## src/rtl/m68k_bus_pkg.sv

```systemverilog
// Shared types and address-map constants for the SCC68070 to mcd212 bus bridge.
package m68k_bus_pkg;

    localparam int unsigned ADDR_W     = 23;
    localparam int unsigned MCD_ADDR_W = 22;
    localparam int unsigned DATA_W     = 16;

    // Byte-address map shared with mcd212's own decode
    localparam logic [22:0] DRAM_BASE  = 23'h000000;
    localparam logic [22:0] DRAM_TOP   = 23'h3fffff;
    localparam logic [22:0] ROM_BASE   = 23'h400000;
    localparam logic [22:0] ROM_TOP    = 23'h4fffbf;
    localparam logic [22:0] IO_BASE    = 23'h4fffc0;
    localparam logic [22:0] MCD212_TOP = 23'h4fffff;

    typedef enum logic [2:0] {
        IDLE,
        DECODE,
        ACCESS,
        ACK,
        ERROR
    } bridge_state_t;

    // cpu_addr carries A23..A1; A23 set or byte address above top is not mcd212
    function automatic logic is_mcd212(input logic [22:0] word_addr, input logic [22:0] top);
        return !word_addr[22] && ({word_addr[21:0], 1'b0} <= top);
    endfunction

endpackage

```

## src/rtl/m68k_bus_bridge_bus_sync.sv

```systemverilog
// Multi-bit flip-flop synchroniser for active-low async strobes; resets deasserted (1).
module bus_sync #(
    parameter int unsigned WIDTH       = 1,
    parameter int unsigned SYNC_STAGES = 2
) (
    input  logic             clk,
    input  logic             rst_n,
    input  logic [WIDTH-1:0] d_i,
    output logic [WIDTH-1:0] q_o
);

    logic [SYNC_STAGES*WIDTH-1:0] chain_q;

    always_ff @(posedge clk or negedge rst_n) begin
        if (!rst_n) begin
            chain_q <= '1;
        end else begin
            chain_q <= {chain_q[(SYNC_STAGES-1)*WIDTH-1:0], d_i};
        end
    end

    assign q_o = chain_q[SYNC_STAGES*WIDTH-1 -: WIDTH];

endmodule

```

## src/rtl/m68k_bus_bridge.sv

```systemverilog
// SCC68070 async bus to mcd212 request bridge with DTACK/BERR generation.
// Optional access timeout enabled by defining BUS_TIMEOUT_EN.
module m68k_bus_bridge
    import m68k_bus_pkg::*;
#(
    parameter int unsigned SYNC_STAGES    = 2,
    parameter int unsigned TIMEOUT_CYCLES = 255,
    parameter logic [22:0] DECODE_TOP     = MCD212_TOP
) (
    input  logic                  clk,
    input  logic                  reset_n,
    input  logic                  cpu_as_n,
    input  logic                  cpu_uds_n,
    input  logic                  cpu_lds_n,
    input  logic                  cpu_rw,
    input  logic [ADDR_W-1:0]     cpu_addr,
    input  logic [DATA_W-1:0]     cpu_dout,
    output logic [DATA_W-1:0]     cpu_din,
    output logic                  cpu_dtack_n,
    output logic                  cpu_berr_n,
    output logic [MCD_ADDR_W-1:0] address,
    output logic [DATA_W-1:0]     din,
    input  logic [DATA_W-1:0]     dout,
    output logic                  uds,
    output logic                  lds,
    output logic                  write_strobe,
    input  logic                  bus_ack,
    output logic                  cs
);

    if (SYNC_STAGES < 2) begin : g_bad_sync
        $error("SYNC_STAGES must be at least 2");
    end
    if (TIMEOUT_CYCLES == 0) begin : g_bad_timeout
        $error("TIMEOUT_CYCLES must be at least 1");
    end

    logic [2:0] sync_s;
    logic       as_s, uds_s, lds_s;

    bus_sync #(
        .WIDTH       (3),
        .SYNC_STAGES (SYNC_STAGES)
    ) u_sync (
        .clk   (clk),
        .rst_n (reset_n),
        .d_i   ({cpu_as_n, cpu_uds_n, cpu_lds_n}),
        .q_o   (sync_s)
    );

    assign {as_s, uds_s, lds_s} = sync_s;

    bridge_state_t         state_q, state_d;
    logic                  cs_q, cs_d, uds_q, uds_d, lds_q, lds_d, we_q, we_d;
    logic                  dtack_n_q, dtack_n_d, berr_n_q, berr_n_d;
    logic [MCD_ADDR_W-1:0] addr_q, addr_d;
    logic [DATA_W-1:0]     din_q, din_d, cpu_din_q, cpu_din_d;

`ifdef BUS_TIMEOUT_EN
    localparam int unsigned CNT_W = ($clog2(TIMEOUT_CYCLES + 1) > 8) ? $clog2(TIMEOUT_CYCLES + 1) : 8;
    logic [CNT_W-1:0] cnt_q, cnt_d;
`endif

    always_ff @(posedge clk or negedge reset_n) begin
        if (!reset_n) begin
            state_q   <= IDLE;
            cs_q      <= 1'b0;
            uds_q     <= 1'b0;
            lds_q     <= 1'b0;
            we_q      <= 1'b0;
            dtack_n_q <= 1'b1;
            berr_n_q  <= 1'b1;
            addr_q    <= '0;
            din_q     <= '0;
            cpu_din_q <= '0;
`ifdef BUS_TIMEOUT_EN
            cnt_q     <= '0;
`endif
        end else begin
            state_q   <= state_d;
            cs_q      <= cs_d;
            uds_q     <= uds_d;
            lds_q     <= lds_d;
            we_q      <= we_d;
            dtack_n_q <= dtack_n_d;
            berr_n_q  <= berr_n_d;
            addr_q    <= addr_d;
            din_q     <= din_d;
            cpu_din_q <= cpu_din_d;
`ifdef BUS_TIMEOUT_EN
            cnt_q     <= cnt_d;
`endif
        end
    end

    // Next state and registered request/response updates
    always_comb begin
        state_d   = state_q;
        cs_d      = cs_q;
        uds_d     = uds_q;
        lds_d     = lds_q;
        we_d      = we_q;
        dtack_n_d = dtack_n_q;
        berr_n_d  = berr_n_q;
        addr_d    = addr_q;
        din_d     = din_q;
        cpu_din_d = cpu_din_q;
`ifdef BUS_TIMEOUT_EN
        cnt_d     = cnt_q;
`endif
        unique case (state_q)
            IDLE: begin
                if (!as_s && (!uds_s || !lds_s)) begin
                    state_d = DECODE;
                end
            end
            DECODE: begin
                addr_d = cpu_addr[MCD_ADDR_W-1:0];
                din_d  = cpu_dout;
`ifdef BUS_TIMEOUT_EN
                cnt_d  = '0;
`endif
                // Strobes only reach mcd212 for accesses it owns
                if (is_mcd212(cpu_addr, DECODE_TOP)) begin
                    cs_d    = 1'b1;
                    uds_d   = !uds_s;
                    lds_d   = !lds_s;
                    we_d    = !cpu_rw;
                    state_d = ACCESS;
                end else begin
                    berr_n_d = 1'b0;
                    state_d  = ERROR;
                end
            end
            ACCESS: begin
                if (as_s) begin
                    cs_d    = 1'b0;
                    uds_d   = 1'b0;
                    lds_d   = 1'b0;
                    we_d    = 1'b0;
                    state_d = IDLE;
                end else if (bus_ack) begin
                    if (!we_q) begin
                        cpu_din_d = dout;
                    end
                    dtack_n_d = 1'b0;
                    cs_d      = 1'b0;
                    uds_d     = 1'b0;
                    lds_d     = 1'b0;
                    we_d      = 1'b0;
                    state_d   = ACK;
                end
`ifdef BUS_TIMEOUT_EN
                else if (cnt_q == CNT_W'(TIMEOUT_CYCLES - 1)) begin
                    berr_n_d = 1'b0;
                    cs_d     = 1'b0;
                    uds_d    = 1'b0;
                    lds_d    = 1'b0;
                    we_d     = 1'b0;
                    state_d  = ERROR;
                end else begin
                    cnt_d = cnt_q + CNT_W'(1);
                end
`endif
            end
            ACK: begin
                if (as_s) begin
                    dtack_n_d = 1'b1;
                    state_d   = IDLE;
                end
            end
            ERROR: begin
                if (as_s) begin
                    berr_n_d = 1'b1;
                    state_d  = IDLE;
                end
            end
            default: state_d = IDLE;
        endcase
    end

    assign cs           = cs_q;
    assign uds          = uds_q;
    assign lds          = lds_q;
    assign write_strobe = we_q;
    assign address      = addr_q;
    assign din          = din_q;
    assign cpu_din      = cpu_din_q;
    assign cpu_dtack_n  = dtack_n_q;
    assign cpu_berr_n   = berr_n_q;

endmodule
```

## config.mk

```make
export PLATFORM = sky130hd
export DESIGN_NAME = m68k_bus_bridge
export DESIGN_NICKNAME = d
export VERILOG_FILES = /design/src/rtl/m68k_bus_pkg.sv /design/src/rtl/m68k_bus_bridge_bus_sync.sv /design/src/rtl/m68k_bus_bridge.sv
export SDC_FILE = /design/constraint.sdc
export NUM_CORES = 1
export LEC_CHECK = 0
export BUFFER_PORTS_ARGS = -buffer_cell sky130_fd_sc_hd__clkbuf_2
export CAP_MARGIN = 30
export CORE_MARGIN = 2
export CORE_UTILIZATION = 46
export CTS_CLUSTER_SIZE = 20
export DETAILED_ROUTE_END_ITERATION = 10
export HOLD_SLACK_MARGIN = 0.08
export PLACE_DENSITY = 0.79
export REMOVE_ABC_BUFFERS = 1
export SYNTH_ARGS = -nofsm -noshare
export SYNTH_HDL_FRONTEND = slang
export SYNTH_SLANG_ARGS = --single-unit
```

## constraint.sdc

```tcl
create_clock -name clk -period 1.8 [get_ports clk]
set_input_delay 0.36 -clock clk [delete_from_list [all_inputs] [get_ports clk]]
set_output_delay 0.36 -clock clk [all_outputs]
set_load 0.1 [all_outputs]
```

* After elaboration in Yosys (flattened, before gate mapping)
Cells that the tools add are included.
** Storage, ports and cells
- Input bits :: 62
- Register bits :: 69
- Word-level logic and storage cells :: 66
- Output and inout bits :: 60
** Cells by class
- Mux-type cells :: 21
- Bitwise logic cells :: 2
- Order comparisons :: 1
- Reductions and logical operators :: 18
- Equality and inequality tests :: 13
** Operators with widths (number)
- 23-bit less-or-equal comparator, second input constant :: 1
- 3-bit 2-to-1 mux :: 5
- 1-bit one-hot mux with 2 select lines :: 6
- 3-bit one-hot mux with 4 select lines :: 1
- 2-bit != test, second input constant :: 5
- 1-bit 2-to-1 mux :: 9
- 3-bit AND reduction :: 3
- 4-bit AND reduction :: 2
- 3-bit by 2-bit == test with 1-bit output, second input constant :: 2
- 2-bit by 1-bit != test with 1-bit output, second input constant :: 3
- 2-bit nonzero test :: 3
- 1-bit logical NOT :: 5
- 3-bit by 1-bit == test with 1-bit output, second input constant :: 1
- 3-bit == test, second input constant :: 1
- 3-bit logical NOT :: 1
- 3-bit by 2-bit != test with 1-bit output, second input constant :: 1
- 1-bit logical AND :: 2
- 1-bit NOT :: 2
- 2-bit OR reduction :: 1
- 1-bit logical OR :: 1

* Logic depth before layout (Yosys ltp)
Gate-level depths: netlist of the first run.
- Word-level depth :: 5
- Gate-level depth with buffers :: 6

* By module
From an unflattened synthesis of the first run, not the netlist that was laid out.
** Second synthesis, totals
- Cells, all modules :: 172
- Area, all modules :: 2721.4 sq um
** By module, submodules not included
- m68k_bus_bridge :: cells each 163, area each 2541.2 sq um, seq. area each 1579.0 sq um, instances 1
- bus_sync :: cells each 9, area each 180.2 sq um, seq. area each 157.7 sq um, instances 1

* Worst setup path after synthesis of the first run
No wires, ideal clock.
- Path kind :: register -> register
- From :: register we_q (netlist: write_strobe)
- To :: register cpu_din_q[10] (netlist: cpu_din[10])
- Setup slack :: -0.119 ns
- Data required time :: 1.675 ns
- Path buffers :: 2
- Stages on the path, launching flop included :: 5
- Setup time :: 0.125 ns
- Data arrival time :: 1.794 ns
- Path through :: dfrtp_1 > or3_1 > buf_6 > buf_8 > mux2_4
** On the way
- Longest elaborated chain between the ends :: 2
** RTL lines
- from (decl) :: line m68k_bus_bridge.sv:54 : logic cs_q, cs_d, uds_q, uds_d, lds_q, lds_d, we_q, we_d;
- from (signal assigned) :: line m68k_bus_bridge.sv:84 : we_q <= we_d;
- 1-bit NOT (no source line)
- 4-bit AND reduction (no source line)
- to (signal assigned) :: line m68k_bus_bridge.sv:89 : cpu_din_q <= cpu_din_d;
- to (decl) :: line m68k_bus_bridge.sv:57 : logic [DATA_W-1:0] din_q, din_d, cpu_din_q, cpu_din_d;
Every way passes these cells.
A chain may end at the register's enable or synchronous reset.

* Worst setup path in the final report of the first run
- From :: register dtack_n_q (netlist: cpu_dtack_n)
- To :: output cpu_dtack_n
** RTL lines
- from (decl) :: line m68k_bus_bridge.sv:55 : logic dtack_n_q, dtack_n_d, berr_n_q, berr_n_d;
- from (signal assigned) :: line m68k_bus_bridge.sv:85 : dtack_n_q <= dtack_n_d;
- to (decl) :: line m68k_bus_bridge.sv:19 : output logic cpu_dtack_n,
No word-level cell between the ends.

==> results of run 1 <==
flip-flops by register name, summed over array words and instances (netlist names):
register,cells
u_sync.chain_q,6
uds,1
cs,1
cpu_berr_n,1
state_q,3
write_strobe,1
address,22
cpu_din,16
lds,1
din,16
cpu_dtack_n,1
how the worst max path moves through the flow:
stage                  end  slack [ns]  cells past startpoint
2_1_floorplan          lds       -2.29                      3
3_5_place_dp   cpu_din[13]        0.19                      5
4_1_cts        cpu_dtack_n        0.09                      1
3_3_place_gp    cpu_din[9]        0.26                      5
6_report       cpu_dtack_n        0.11                      1
5_1_grt        cpu_dtack_n        0.06                      1
per-stage QoR:
step	worst slack (ns)	TNS, ns
global placement	0.2608	0
global route	0.05593	0
floorplan	-2.288	-97.36
detailed placement	0.1917	0
finish	0.1075	0
CTS	0.08806	0
cell families after synthesis:
kind of cell	count (synthesis)	synth area share [%]
flops	69	65.94
mux	54	24.51
compound gates	15	4.228
simple gates	15	2.946
buf+inv	10	2.375
layout make-up:
type | instances | area share (%)
multi-input combinational | 84 | 23.49
timing repair buffer | 126 | 18.77
inverter | 3 | 0.3151
sequential | 69 | 48.60
clock buffer | 12 | 4.342
clock inverter | 4 | 1.961
tap | 72 | 2.521
cells in the final DEF, fill, tap and decap left out, types with 2 or more instances in the layout:
cell	Yosys	routed
o2bb2ai_1	3	3
buf_4	0	2
dfrtp_1	61	61
clkbuf_2	0	120
bufinv_16	0	2
buf_12	0	2
nand3_1	2	2
clkbuf_8	0	11
nand2_1	2	2
clkinv_2	0	2
mux2_4	10	10
dfstp_2	8	8
a21oi_1	3	3
mux2_2	44	44
inv_1	3	3
nor2_1	4	4
nand2b_1	2	2
or3_1	2	2
layer usage:
layer	wire [um]	vias up
li1	-	840
met1	2137	896
met2	2519	92
met3	582	6
met4	53	0
met5	0	-
worst reg2reg max path, stage by stage (launching register included):
cell and delay [ns]:
dfrtp_1 0.50, nand3_1 0.13, or3_1 0.34, buf_4 0.23, mux2_4 0.32
repair_timing:
item,in CTS,in global routing
hold buffers,1,0
endpoints found under the hold margin,61,0
setup buffers,0,0
==> impl_metrics.tcl, run 1 <==
set metrics [dict create \
    regArea_um2 1737 \
    cp_top_family "flip-flops" \
    min_to "u_sync.chain_q[1]" \
    ys_top_cells_by_count "61 x dfrtp_1, 44 x mux2_2, 10 x mux2_4, 8 x dfstp_2, 5 x buf_2" \
    max_slew_margin_pct 63.05 \
    drv_slew 0 \
    synth_top_area_share_pct 57.96 \
    routed_wl_um 5292 \
    yosysUniqueCellTypes 27 \
    timing.hold.ws_ns 0.1111 \
    antenna_found_initial 0 \
    fp.dieH_um 79.67 \
    globalRouteOverflowTotal 0 \
    r2r_start "state_q[1]" \
    grt_pass1_vias 1907 \
    insertion_delay_ns 0.33 \
    startpoint "cpu_dtack_n" \
    timing.max_cap.violations 0 \
    drtPass1Iterations 4 \
    synth_seq_cells 69 \
    ant_nets 0 \
    final_cells 370 \
    clock_sinks 69 \
    period_share_pct 94.03 \
    syn_to_final_growth_pct 35.68 \
    synth_edf_count 0 \
    htreeDepth 3 \
    cts_tree "yes" \
    fin_util_pct 64.89 \
    antenna_cells 0 \
    die-area_um2 6347 \
    worstSetupEndpointType "output pin" \
    use_met1_pct 20.78 \
    r2r_end "cpu_din[10]" \
    cts_buffers 9 \
    synth_warnings 0 \
    place_area_um2 3338 \
    min_period_ns 1.692 \
    rows 27 \
    routedWlPerCell_um 14.30 \
    grt_max_degree 70 \
    critPathKind "register to output pin" \
    netlist_instances 163 \
    via_per_inst 4.957 \
    synth_top_area_cell "dfrtp_1" \
    synthTopCellsByArea "dfrtp_1 58%, mux2_2 19%, dfstp_2 8.0%" \
    crit_path_max_incr_delay_ns 0.55 \
    synth_most_common_cell "dfrtp_1" \
    outcome "completed" \
    grt.total_usage_pct 17.99 \
    final_area_um2 3573 \
    ys.flop_type "dfrtp_1" \
    grt_use_met3_pct 7.805 \
    ios 122 \
    min_from "cpu_uds_n" \
    drive_gt1_share_pct 68.79 \
    first_iter_violations 46 \
    worstMarginPinSlew_ns 0.5567 \
    hpwlAfterDp_um 3791 \
    grt_use_met2_pct 29.33 \
    rr_worst_depth 4 \
    start_util_pct 47.83 \
    finClkSkew_ns 0.005266 \
    route.detailed.drc 0 \
    path_clk_slew_ns 0.07 \
    cp_max_fo 3 \
    fmax_ghz 0.5908 \
    post_synth.cell_area_avg_um2 16.16 \
    path_buf_inv 1 \
    vias 1834 \
    cts_resized 0 \
    worst_hold_path_type "input port to register" \
    slowest_stage "dfstp_2" \
    finish.net_count 355 \
    gp_congestion 0.8423 \
    n_fill_cell 424 \
    final_hold_viol_count 0 \
    die_w_um 79.67 \
    busiest_layer "met2" \
    cts-root-buf "clkbuf_8" \
    async_reset_ff_share_pct 100.0 \
    setup_viol 0 \
    grt_pass1_wl_um 8673 \
    synth.yosys.seq_area_share_pct 65.94 \
    coreArea_um2 5507 \
    io_buffers 121 \
    path_cells "clkbuf_2" \
    min_path_cells 1 \
    worst-r2r-setup-slack_ns 0.17 \
    multi_input_comb_area_um2 839.6 \
    critPathArrivalTime_ns 1.33 \
    rsz0062_at_grt "no" \
    required_ns 1.44 \
    synthesis.area_um2 2634 \
    dp.cells 353 \
    cts_buffer_depth 2 \
    start_kind "register" \
]
Power of run 1 is not shown: default switching activity piles up to over one toggle a cycle in this logic, so the estimate is an artifact.
==> inputs of run 2 (changes only) <==
--- a/config.mk
+++ b/config.mk
@@ -9,6 +9,7 @@
 export CAP_MARGIN = 30
 export CORE_MARGIN = 2
 export CORE_UTILIZATION = 46
+export CTS_BUF_LIST = sky130_fd_sc_hd__clkbuf_16
 export CTS_CLUSTER_SIZE = 20
 export DETAILED_ROUTE_END_ITERATION = 10
 export HOLD_SLACK_MARGIN = 0.08
==> impl_metrics.tcl, run 2 (same netlist as run 1, synthesis figures left out) <==
set metrics [dict create \
    outcome "completed" \
    rows 27 \
    grt_pass1_wl_um 8866 \
    gp_congestion 0.8423 \
    layout_commonest_cell "clkbuf_2" \
    via_per_inst 4.930 \
    crit_path_max_incr_delay_ns 0.55 \
    syn_to_final_growth_pct 38.77 \
    drtPass1Iterations 4 \
    drive_gt1_share_pct 68.12 \
    largest_reg_flops 22 \
    worst_hold_path_type "input port to register" \
    coreArea_um2 5507 \
    clock_sinks 69 \
    final_hold_viol_count 0 \
    cp_max_fo 3 \
    ant_nets 0 \
    critPathArrivalTime_ns 1.32 \
    ios 122 \
    insertion_delay_ns 0.31 \
    fp.dieH_um 79.67 \
    cts_tree "yes" \
    hpwlAfterDp_um 3791 \
    die_w_um 79.67 \
    htreeDepth 3 \
    cts_buffer_depth 2 \
    min_path_cells 1 \
    io_buffers 121 \
    min_period_ns 1.676 \
    first_iter_violations 64 \
    finalSetupTns_ns 0 \
    grt.total_usage_pct 18.33 \
    globalRouteOverflowTotal 0 \
    worstSetupEndpointType "output pin" \
    worst-r2r-setup-slack_ns 0.18 \
    cts-root-buf "clkbuf_16" \
    setup_slack_ns 0.1235 \
    routed_wl_um 5409 \
    worstMarginPinSlew_ns 0.5565 \
    die-area_um2 6347 \
    antenna_found_initial 0 \
    final_area_um2 3655 \
    routedWlPerCell_um 14.62 \
    vias 1824 \
    route.detailed.drc 0 \
    timing.max_cap.violations 0 \
    rr_worst_depth 5 \
    max_slew_margin_pct 63.06 \
    fmax_ghz 0.5965 \
    period_share_pct 93.14 \
    min_from "cpu_uds_n" \
    slowest_stage "dfstp_2" \
    path_clk_slew_ns 0.05 \
    critPathKind "register to output pin" \
    drv_slew 0 \
    finClkSkew_ns 0.003619 \
    final_cell_mix "120 x clkbuf_2, 61 x dfrtp_1, 44 x mux2_2" \
    required_ns 1.44 \
    start_kind "register" \
    pre_cts_ws_ns 0.1917 \
    start_util_pct 47.83 \
    cts_buffers 9 \
    grt_pass1_vias 1921 \
    antenna_cells 0 \
    place_area_um2 3338 \
    rsz0062_at_grt "no" \
    finish.net_count 355 \
    grt_max_degree 70 \
    path_buf_inv 1 \
    setup_viol 0 \
    r2r_end "cpu_din[10]" \
    cp_top_family "flip-flops" \
    min_to "u_sync.chain_q[1]" \
    path_cells "clkbuf_2" \
    timing.hold.ws_ns 0.1243 \
    r2r_start "state_q[2]" \
]
[run 2: cell types whose count changed in the layout (fill, tap and decap cells not counted)]
cell,change
clkbuf_1,-1
clkbuf_16,+9
clkbuf_8,-11
clkinv_1,+2
inv_1,+1
[run 2: repair_timing]
item | 4_1_cts | 5_1_grt
setup buffers | 0 | 0
hold buffers | 1 | 0
endpoints found under the hold margin | 14 | 0
resized for setup | 0 | 0
[run 2: layout make-up]
type | instances | area (um^2)
Clock inverter | 7 | 81.33
Multi-Input combinational cell | 84 | 839.6
Tap cell | 72 | 90.09
Inverter | 3 | 11.26
Clock buffer | 9 | 225.2
Sequential cell | 69 | 1737
Timing Repair Buffer | 126 | 670.6
Fill cell | 404 | 1852
[run 2: worst max path at each step]
stage                     depth (start not counted)         from  slack, ns     endpoint
after floorplan                                   3   state_q[0]      -2.29          lds
after global placement                            5   state_q[2]       0.26   cpu_din[9]
after detailed placement                          5   state_q[2]       0.19  cpu_din[13]
after CTS                                         1  cpu_dtack_n       0.11  cpu_dtack_n
after global routing                              1  cpu_dtack_n       0.08  cpu_dtack_n
final                                             1  cpu_dtack_n       0.12  cpu_dtack_n
[run 2: metal layers]
metal	vias to the layer above	global-route usage [%]	wire length (um)
li1	840	-	-
met1	890	21.84	2225
met2	87	29.16	2553
met3	7	7.805	562
met4	0	7.586	68
met5	-	0	0
[run 2: worst reg2reg max path: cells and delay by family (launching register included)]
kind	cells	cell delay, ns
buffers and inverters	1	0.23
muxes	1	0.32
and+or+nand+nor	3	0.56
DFF	1	0.38
[run 2: stage by stage]
step,instances,utilization [%]
final,370,66.37
after detailed placement,353,60.62
after global placement,353,60.62
after global routing,370,66.37
after CTS,370,66.37
after floorplan,156,-
Power of run 2 is left out for the same reason.
